===== src/rtl/core_seq_ctrl.sv =====
// Fetch/decode/execute sequencer for the Burn Rubber core: owns pc/instr and the shared memory port.
// Optional memory-ack watchdog enabled by defining CORE_SEQ_TIMEOUT_EN.
module core_seq_ctrl #(
  parameter logic [15:0] PC_RESET       = 16'h0000,
  parameter int unsigned TIMEOUT_CYCLES = 8
) (
  input  logic        clk,
  input  logic        rst_n,
  input  logic        start,
  input  logic        stop,
  output logic        mem_req,
  output logic        mem_we,
  output logic [15:0] mem_addr,
  input  logic        mem_ack,
  input  logic [15:0] mem_rdata,
  input  logic [15:0] data_addr,
  output logic [15:0] instr,
  output logic [15:0] ld_data,
  output logic        alu_op,
  output logic        alu_src_imm,
  output logic        rf_we,
  output logic        rf_wsel,
  output logic        busy,
  output logic        illegal,
  output logic        fault
);

  typedef enum logic [2:0] {
    IDLE,
    FETCH,
    DECODE,
    EXEC,
    MEM,
    WB
  } state_t;

  state_t      state;
  logic [15:0] pc;
  logic [3:0]  opcode;
  logic        at_boundary;

  assign opcode = instr[3:0];

  // Instruction boundary: the current instruction finishes on this edge.
  assign at_boundary = (state == EXEC) || (state == WB) ||
                       ((state == DECODE) && (opcode >= 4'd6)) ||
                       ((state == MEM) && mem_ack && mem_we);

`ifdef CORE_SEQ_TIMEOUT_EN
  logic [15:0] tmo_cnt;
  logic        tmo_hit;

  assign tmo_hit = mem_req && !mem_ack && (tmo_cnt == 16'(TIMEOUT_CYCLES - 1));
`else
  wire unused_cfg = (TIMEOUT_CYCLES == 0);
  assign fault = 1'b0;
`endif

  always_ff @(posedge clk or negedge rst_n) begin
    if (!rst_n) begin
      state       <= IDLE;
      pc          <= PC_RESET;
      instr       <= '0;
      ld_data     <= '0;
      mem_req     <= 1'b0;
      mem_we      <= 1'b0;
      mem_addr    <= '0;
      alu_op      <= 1'b0;
      alu_src_imm <= 1'b0;
      rf_we       <= 1'b0;
      rf_wsel     <= 1'b0;
      busy        <= 1'b0;
      illegal     <= 1'b0;
`ifdef CORE_SEQ_TIMEOUT_EN
      fault       <= 1'b0;
      tmo_cnt     <= '0;
`endif
    end else begin
      rf_we       <= 1'b0;
      rf_wsel     <= 1'b0;
      alu_op      <= 1'b0;
      alu_src_imm <= 1'b0;
`ifdef CORE_SEQ_TIMEOUT_EN
      if (mem_req && !mem_ack) tmo_cnt <= tmo_cnt + 16'd1;
`endif
      case (state)
        IDLE: begin
          if (start) begin
            state    <= FETCH;
            busy     <= 1'b1;
            mem_req  <= 1'b1;
            mem_we   <= 1'b0;
            mem_addr <= pc;
            illegal  <= 1'b0;
`ifdef CORE_SEQ_TIMEOUT_EN
            fault    <= 1'b0;
            tmo_cnt  <= '0;
`endif
          end
        end
        FETCH: begin
          if (mem_ack) begin
            instr   <= mem_rdata;
            pc      <= pc + 16'd1;
            mem_req <= 1'b0;
            state   <= DECODE;
          end
`ifdef CORE_SEQ_TIMEOUT_EN
          else if (tmo_hit) begin
            mem_req <= 1'b0;
            fault   <= 1'b1;
            busy    <= 1'b0;
            state   <= IDLE;
          end
`endif
        end
        DECODE: begin
          case (opcode)
            4'd3, 4'd4, 4'd5: begin
              state       <= EXEC;
              rf_we       <= 1'b1;
              alu_op      <= (opcode == 4'd5);
              alu_src_imm <= (opcode == 4'd4);
            end
            4'd1, 4'd2: begin
              state    <= MEM;
              mem_req  <= 1'b1;
              mem_we   <= (opcode == 4'd1);
              mem_addr <= data_addr;
`ifdef CORE_SEQ_TIMEOUT_EN
              tmo_cnt  <= '0;
`endif
            end
            4'd0: begin
              state <= IDLE;
              busy  <= 1'b0;
            end
            default: illegal <= 1'b1;
          endcase
        end
        MEM: begin
          if (mem_ack) begin
            mem_req <= 1'b0;
            mem_we  <= 1'b0;
            if (!mem_we) begin
              ld_data <= mem_rdata;
              state   <= WB;
              rf_we   <= 1'b1;
              rf_wsel <= 1'b1;
            end
          end
`ifdef CORE_SEQ_TIMEOUT_EN
          else if (tmo_hit) begin
            mem_req <= 1'b0;
            mem_we  <= 1'b0;
            fault   <= 1'b1;
            busy    <= 1'b0;
            state   <= IDLE;
          end
`endif
        end
        EXEC, WB: begin
        end
        default: begin
          state <= IDLE;
          busy  <= 1'b0;
        end
      endcase

      // Later assignments here override the per-state defaults above.
      if (at_boundary) begin
        if (stop) begin
          state <= IDLE;
          busy  <= 1'b0;
        end else begin
          state    <= FETCH;
          mem_req  <= 1'b1;
          mem_we   <= 1'b0;
          mem_addr <= pc;
`ifdef CORE_SEQ_TIMEOUT_EN
          tmo_cnt  <= '0;
`endif
        end
      end
    end
  end

endmodule


===== config.mk =====
export PLATFORM = sky130hd
export DESIGN_NAME = core_seq_ctrl
export DESIGN_NICKNAME = d
export VERILOG_FILES = /design/src/rtl/core_seq_ctrl.sv
export SDC_FILE = /design/constraint.sdc
export NUM_CORES = 1
export LEC_CHECK = 0
export BUFFER_PORTS_ARGS = -buffer_cell sky130_fd_sc_hd__clkbuf_2
export CORE_MARGIN = 2
export CORE_UTILIZATION = 47
export DETAILED_ROUTE_END_ITERATION = 6
export PLACE_DENSITY = 0.76
export SYNTH_ARGS = -nofsm -noshare
export SYNTH_HDL_FRONTEND = slang
export SYNTH_SLANG_ARGS = --single-unit

===== constraint.sdc =====
create_clock -name clk -period 1.7 [get_ports clk]
set_input_delay 0.34 -clock clk [delete_from_list [all_inputs] [get_ports clk]]
set_output_delay 0.34 -clock clk [all_outputs]
set_load 0.05 [all_outputs]

==> metrics.yaml, run 1 <==
insertedDiodeCount: 0
met1_usage: 0.287
synth.distinct_cells: 50
crit_type: "flop to flop"
crit_arrival_ps: 2050
vdd_drop_max_mv: 1.37
grt_pass1_vias: 2614
ys_warn_count: 0
dr.pass1.iters: 6
synth-seq-cells: 75
hpwl_um: 5790
final-hold-violation-count: 0
htreeDepth: 3
grt-ovfl-total: 0
top_usage_layer: "met2"
setup_viol: 34
r2r_start: "state[2]"
nets: 466
cpMaxStageDelayCell: "dfrtp_2"
grt_pass1_wl_um: 12800
wl_per_cell_um: 16.4
tns_ps: -2130
cts_tree: "done"
use_met3: 0.0619
rsz0062_at_grt: "true"
final_antenna_net_count: 0
final_cells: 532
worst_setup_path_end_kind: "flop"
power_leakage_uw: 0.00240
use_met2: 0.329
synth_edf_count: 0
drive_gt1_frac: 0.520
cts_made_buffers: 9
io_pins: 94
dp.cells: 500
combPwrFrac: 0.551
clkSlewWorstSetupHoldPaths_ps: 90
insertion_delay_ps: 360
hp-class: "primary input to flop"
cts_num_sinks: 75
synth.top_cell.area_share: 0.551
floorplan.initialDensity: 0.477
cts_max_path_buffers: 2
fmax_ghz: 0.556
vias: 2829
synth_common_cells: "dfrtp_1, mux2_2, nand2_1, a221o_1, and2_1"
clock_power_share: 0.159
core-area_sq_um: 7140
fin_crit_ps: 1800
synth_cells: 284
crit_path_start: "state[2]"
p_per_area_nw_per_um2: 2090
synth_area_per_cell_sq_um: 12.0
cp-start-kind: "flop"
nFillCells: 539
power.switching_uw: 4820
pwr-share-seq: 0.291
ys.flop_type: "dfrtp_1"
synthesis.nets: 322
grt_max_degree: 38
drcViolationCount: 0
p_int_uw: 5320
die_h_um: 89.1
track_usage: 0.213
hold_path_startpoint: "mem_rdata[3]"
violations: "setup timing"
slowest_delay_ps: 470
root_buffer: "clkbuf_8"
synth_async_sr_flop_share: 1.00
critPathRequiredTime_ps: 1950
detailedRoute.firstIterationViolations: 193
fin_skew_ps: 10.0
crit_fanout: 15
viasPerCell: 5.32
port_buffers: 92
ys_seq_area_frac: 0.551
place.gp.congestion: 0.854
drv_cap: 0
final_max_slew_viol_count: 0
switching_share: 0.475
num_rows: 31
cp_cell_sequence: "buf_4 > nor3b_4 > a22oi_2 > buf_6 > o21a_1 > buf_12 > a221o_1"
status: "finished with violations"
synthTopCellsByArea: "dfrtp_1, mux2_2, a221o_1, and2_1, nand2_1"
holdWs_ps: 189
netlist_area_sq_um: 3400
yosysMostFrequentCell: "dfrtp_1"
cp_num_buf_inv: 3
synthToLayoutAreaGrowth_pct: 42.7
die_area_sq_um: 7940
die_width_um: 89.1
antenna_found_initial: 0
finalCritPeriodShare: 1.06
yosys.area.top_type: "dfrtp_1"
cp_top_family: "compound AO/OA/AOI/OAI gates"
setup_ws_ps: -99.4
drt-total-wl_um: 8750
power_uw: 10100
==> cell usage in the layout (no fill, tap or decap), types with 2 or more instances in the layout <==
| master | count |
|---|---|
| xnor2_1 | 9 |
| nor2_1 | 11 |
| a21oi_1 | 9 |
| nand3_1 | 5 |
| nor4_4 | 2 |
| buf_12 | 4 |
| nand2_4 | 3 |
| o21bai_1 | 2 |
| buf_6 | 9 |
| clkbuf_2 | 91 |
| nand4_1 | 4 |
| buf_4 | 43 |
| and2_1 | 14 |
| xor2_1 | 7 |
| clkbuf_16 | 2 |
| inv_1 | 4 |
| o21ai_0 | 3 |
| o21ai_1 | 2 |
| dfrtp_2 | 8 |
| nor3_2 | 2 |
| nor4_1 | 2 |
| bufinv_16 | 2 |
| nor3b_1 | 2 |
| a211oi_1 | 2 |
| a21o_1 | 4 |
| nor3_1 | 3 |
| a221o_1 | 15 |
| mux2_2 | 12 |
| mux2_4 | 16 |
| dfrtp_1 | 67 |
| inv_6 | 3 |
| clkbuf_8 | 9 |
| nor3b_4 | 2 |
| nand2_1 | 24 |
| nand2b_1 | 4 |
==> final timing paths <==
kind / end / cells past startpoint / slack, ps
min reg2reg: pc[15] / 1 / 490
min in group asynchronous: mem_addr[9] / 2 / 480
min: instr[3] / 3 / 190
max: mem_addr[7] / 7 / -100
max reg2reg: mem_addr[7] / 7 / -100
max in group asynchronous: instr[11] / 3 / 710
==> sequential cells by signal, indices dropped and copies added, names as in the netlist <==
signal       flops
alu_src_imm      1
mem_req          1
pc              16
ld_data         16
state            3
rf_wsel          1
busy             1
mem_addr        16
alu_op           1
mem_we           1
illegal          1
instr           16
rf_we            1
==> cell type report <==
type,instances,area (sq um),share of cell area
flip-flops and latches,75,1890,0.389
multi-input cells,188,1580,0.326
repair buffers,150,1020,0.210
clock buffers,9,124,0.0255
well taps,99,124,0.0255
clock inverters,7,105,0.0216
inverters,4,15.0,0.00309
==> power groups by stage <==
stage	clock [uW]	combinational, uW	sequential (uW)
after floorplan	0	1740	4780
after global placement	0	4980	2900
after detailed placement	0	5070	2930
after CTS	1630	5140	2920
after global routing	1700	5910	3030
final	1610	5580	2950
==> per-layer routing <==
metal | up-vias | part of all wire | routed length, um
met5 | - | 0 | 0
met4 | 0 | 0.015 | 135
met3 | 13 | 0.062 | 543
met2 | 88 | 0.49 | 4270
met1 | 1416 | 0.43 | 3800
li1 | 1312 | - | -
==> repair_timing <==
| item | 4_1_cts | 5_1_grt |
|---|---|---|
| hold buffers | 1 | 0 |
| endpoints found under the setup margin | 37 | 58 |
| hold endpoints to repair | 34 | 0 |
| cloned | 0 | 4 |
| gates resized for setup | 7 | 44 |
| setup buffers | 2 | 9 |
| pin swaps | 2 | 14 |
==> worst min-delay path: stages <==
cell	delay, ps
clkbuf_2	90
nand2_1	50
nand2_1	40
==> per-stage QoR <==
| stage | worst slack, ps | area, sq um | utilization |
|---|---|---|---|
| detailed placement | -152 | 4270 | 0.599 |
| global route | -138 | 4860 | 0.680 |
| finish | -99.4 | 4860 | 0.680 |
| floorplan | -202 | 3430 | - |
| CTS | -63.1 | 4550 | 0.637 |
| global placement | -145 | 4270 | 0.599 |
==> logic make-up after synthesis <==
group | count (synthesis) | synth area share
multiplexers | 28 | 0.0926
buffers and inverters | 22 | 0.0379
XOR/XNOR | 17 | 0.0437
other | 1 | 0.00110
adder cells (fa/ha/maj) | 1 | 0.00368
AO/OA/AOI/OAI | 51 | 0.121
flip-flops | 75 | 0.551
AND/OR/NAND/NOR | 89 | 0.149
Note: power is estimated with default switching activity, not from simulation.
==> run 2: changes to the inputs <==
- CTS_BUF_LIST: default -> sky130_fd_sc_hd__clkbuf_16
- TNS_END_PERCENT: default -> 1
==> metrics.yaml, run 2 (synthesis gave the netlist of run 1 again) <==
die_width_um: 89.1
final_cells: 533
floorplan.initialDensity: 0.477
drive_gt1_frac: 0.512
switching_share: 0.445
status: "finished with violations"
multiInputGateArea_sq_um: 1580
drcViolationCount: 0
crit_fanout: 7
num_rows: 31
grt_pass1_vias: 2566
synthToLayoutAreaGrowth_pct: 45.8
vdd_drop_max_mv: 1.62
top_usage_layer: "met2"
hold_path_startpoint: "mem_rdata[0]"
use_met3: 0.0499
place_ws_ps: -109
cts_num_sinks: 75
setup_ws_ps: -90.8
cp_num_buf_inv: 4
power_uw: 10800
r2r_start: "state[0]"
cpMaxStageDelayCell: "dfrtp_2"
grt_max_degree: 33
viasPerCell: 5.34
hp-class: "primary input to flop"
grt_pass1_wl_um: 12900
use_met2: 0.356
min_to: "instr[0]"
die_h_um: 89.1
final_antenna_net_count: 0
crit_top_cell: "buf_6"
worstSetupPathDepth: 6
dr.pass1.iters: 5
power_leakage_uw: 0.00247
place.gp.congestion: 0.862
die_area_sq_um: 7940
critPathRequiredTime_ps: 1910
fmax_ghz: 0.558
insertedDiodeCount: 0
violations: "setup timing"
wl_per_cell_um: 17.2
antenna_found_initial: 0
clkSlewWorstSetupHoldPaths_ps: 60
rsz0062_at_grt: "true"
r2r_slack_ps: -90
fin_crit_ps: 1790
drv_cap: 0
drt-total-wl_um: 9150
io_pins: 94
root_buffer: "clkbuf_16"
r2r_end: "ld_data[13]"
slowest_delay_ps: 460
crit_type: "flop to flop"
met1_usage: 0.285
cp-start-kind: "flop"
cts_max_path_buffers: 2
area.sequential_sq_um: 1890
mostFrequentLayoutCells: "clkbuf_2, dfrtp_1, buf_4"
final_max_slew_viol_count: 0
port_buffers: 92
combPwrFrac: 0.526
crit_arrival_ps: 2000
pwr-share-seq: 0.274
core-area_sq_um: 7140
detailedRoute.firstIterationViolations: 140
nets: 467
track_usage: 0.215
hpwl_um: 5910
setup_viol: 23
finalCritPeriodShare: 1.05
power.switching_uw: 4810
r2r_cells: 6
p_int_uw: 5980
p_per_area_nw_per_um2: 2170
nFillCells: 530
mostFrequentLayoutCell: "clkbuf_2"
htreeDepth: 3
cp_top_family: "buffers and inverters"
cts_made_buffers: 9
cp_cell_sequence: "buf_6 > buf_8 > nor4_4 > buf_6 > clkbuf_16 > mux2_2"
dp.cells: 499
worst_setup_path_end_kind: "flop"
clock_power_share: 0.201
fin_skew_ps: 5.92
min_path_cells: 3
grt-ovfl-total: 0
insertion_delay_ps: 330
vias: 2845
cts_tree: "done"
final-hold-violation-count: 0
tns_ps: -1060
run 2: changes by cell type in the layout (fill, tap and decap cells not counted), moves of 3 or more:
| cell | before | now |
|---|---|---|
| clkbuf_16 | 2 | 11 |
| mux2_2 | 12 | 9 |
| clkbuf_8 | 9 | 0 |
| mux2_4 | 16 | 19 |
run 2: power by group through the flow:
stage / registers (uW) / logic [uW] / clock network, uW
final: 2950 / 5670 / 2160
after floorplan: 4780 / 1730 / 0
after global placement: 2900 / 5000 / 0
after global routing: 3020 / 5990 / 2250
after CTS: 2920 / 5140 / 2180
after detailed placement: 2930 / 5080 / 0
run 2: layout make-up:
class,instances,area share
timing repair buffer,151,0.206
multi-input combinational,188,0.318
clock buffer,9,0.0454
clock inverter,7,0.0232
tap,99,0.0250
sequential,75,0.380
inverter,4,0.00303
run 2: layer usage:
layer,share of wire,up-vias
met5,0,-
met4,0.015,0
met3,0.055,16
met2,0.51,100
met1,0.42,1412
li1,-,1317
run 2: what timing repair did:
| action | in CTS | in global routing |
|---|---|---|
| hold buffers | 1 | 0 |
| pin swaps | 4 | 16 |
| endpoints found under the hold margin | 28 | 0 |
| setup buffers | 0 | 13 |
| cloned | 0 | 4 |
| endpoints found under the setup margin | 47 | 55 |
| resized for setup | 11 | 43 |
run 2: how the worst max path moves through the flow:
stage,startpoint,to
2_1_floorplan,instr[1],mem_addr[10]
3_3_place_gp,state[0],ld_data[6]
3_5_place_dp,state[1],pc[12]
4_1_cts,state[0],ld_data[9]
5_1_grt,state[0],ld_data[15]
6_report,state[0],ld_data[13]
run 2: through the flow:
stage,cell area [sq um],utilization,hold WS [ps]
2_1_floorplan,3420,-,44.4
3_3_place_gp,4240,0.594,303
3_5_place_dp,4240,0.594,311
4_1_cts,4620,0.648,229
5_1_grt,4960,0.695,246
6_report,4960,0.695,244
run 2: worst register-to-register path, stage by stage, from the launching register on:
cell and delay [ps]:
dfrtp_2 460, buf_6 160, buf_8 130, nor4_4 260
buf_6 190, clkbuf_16 160, mux2_2 320
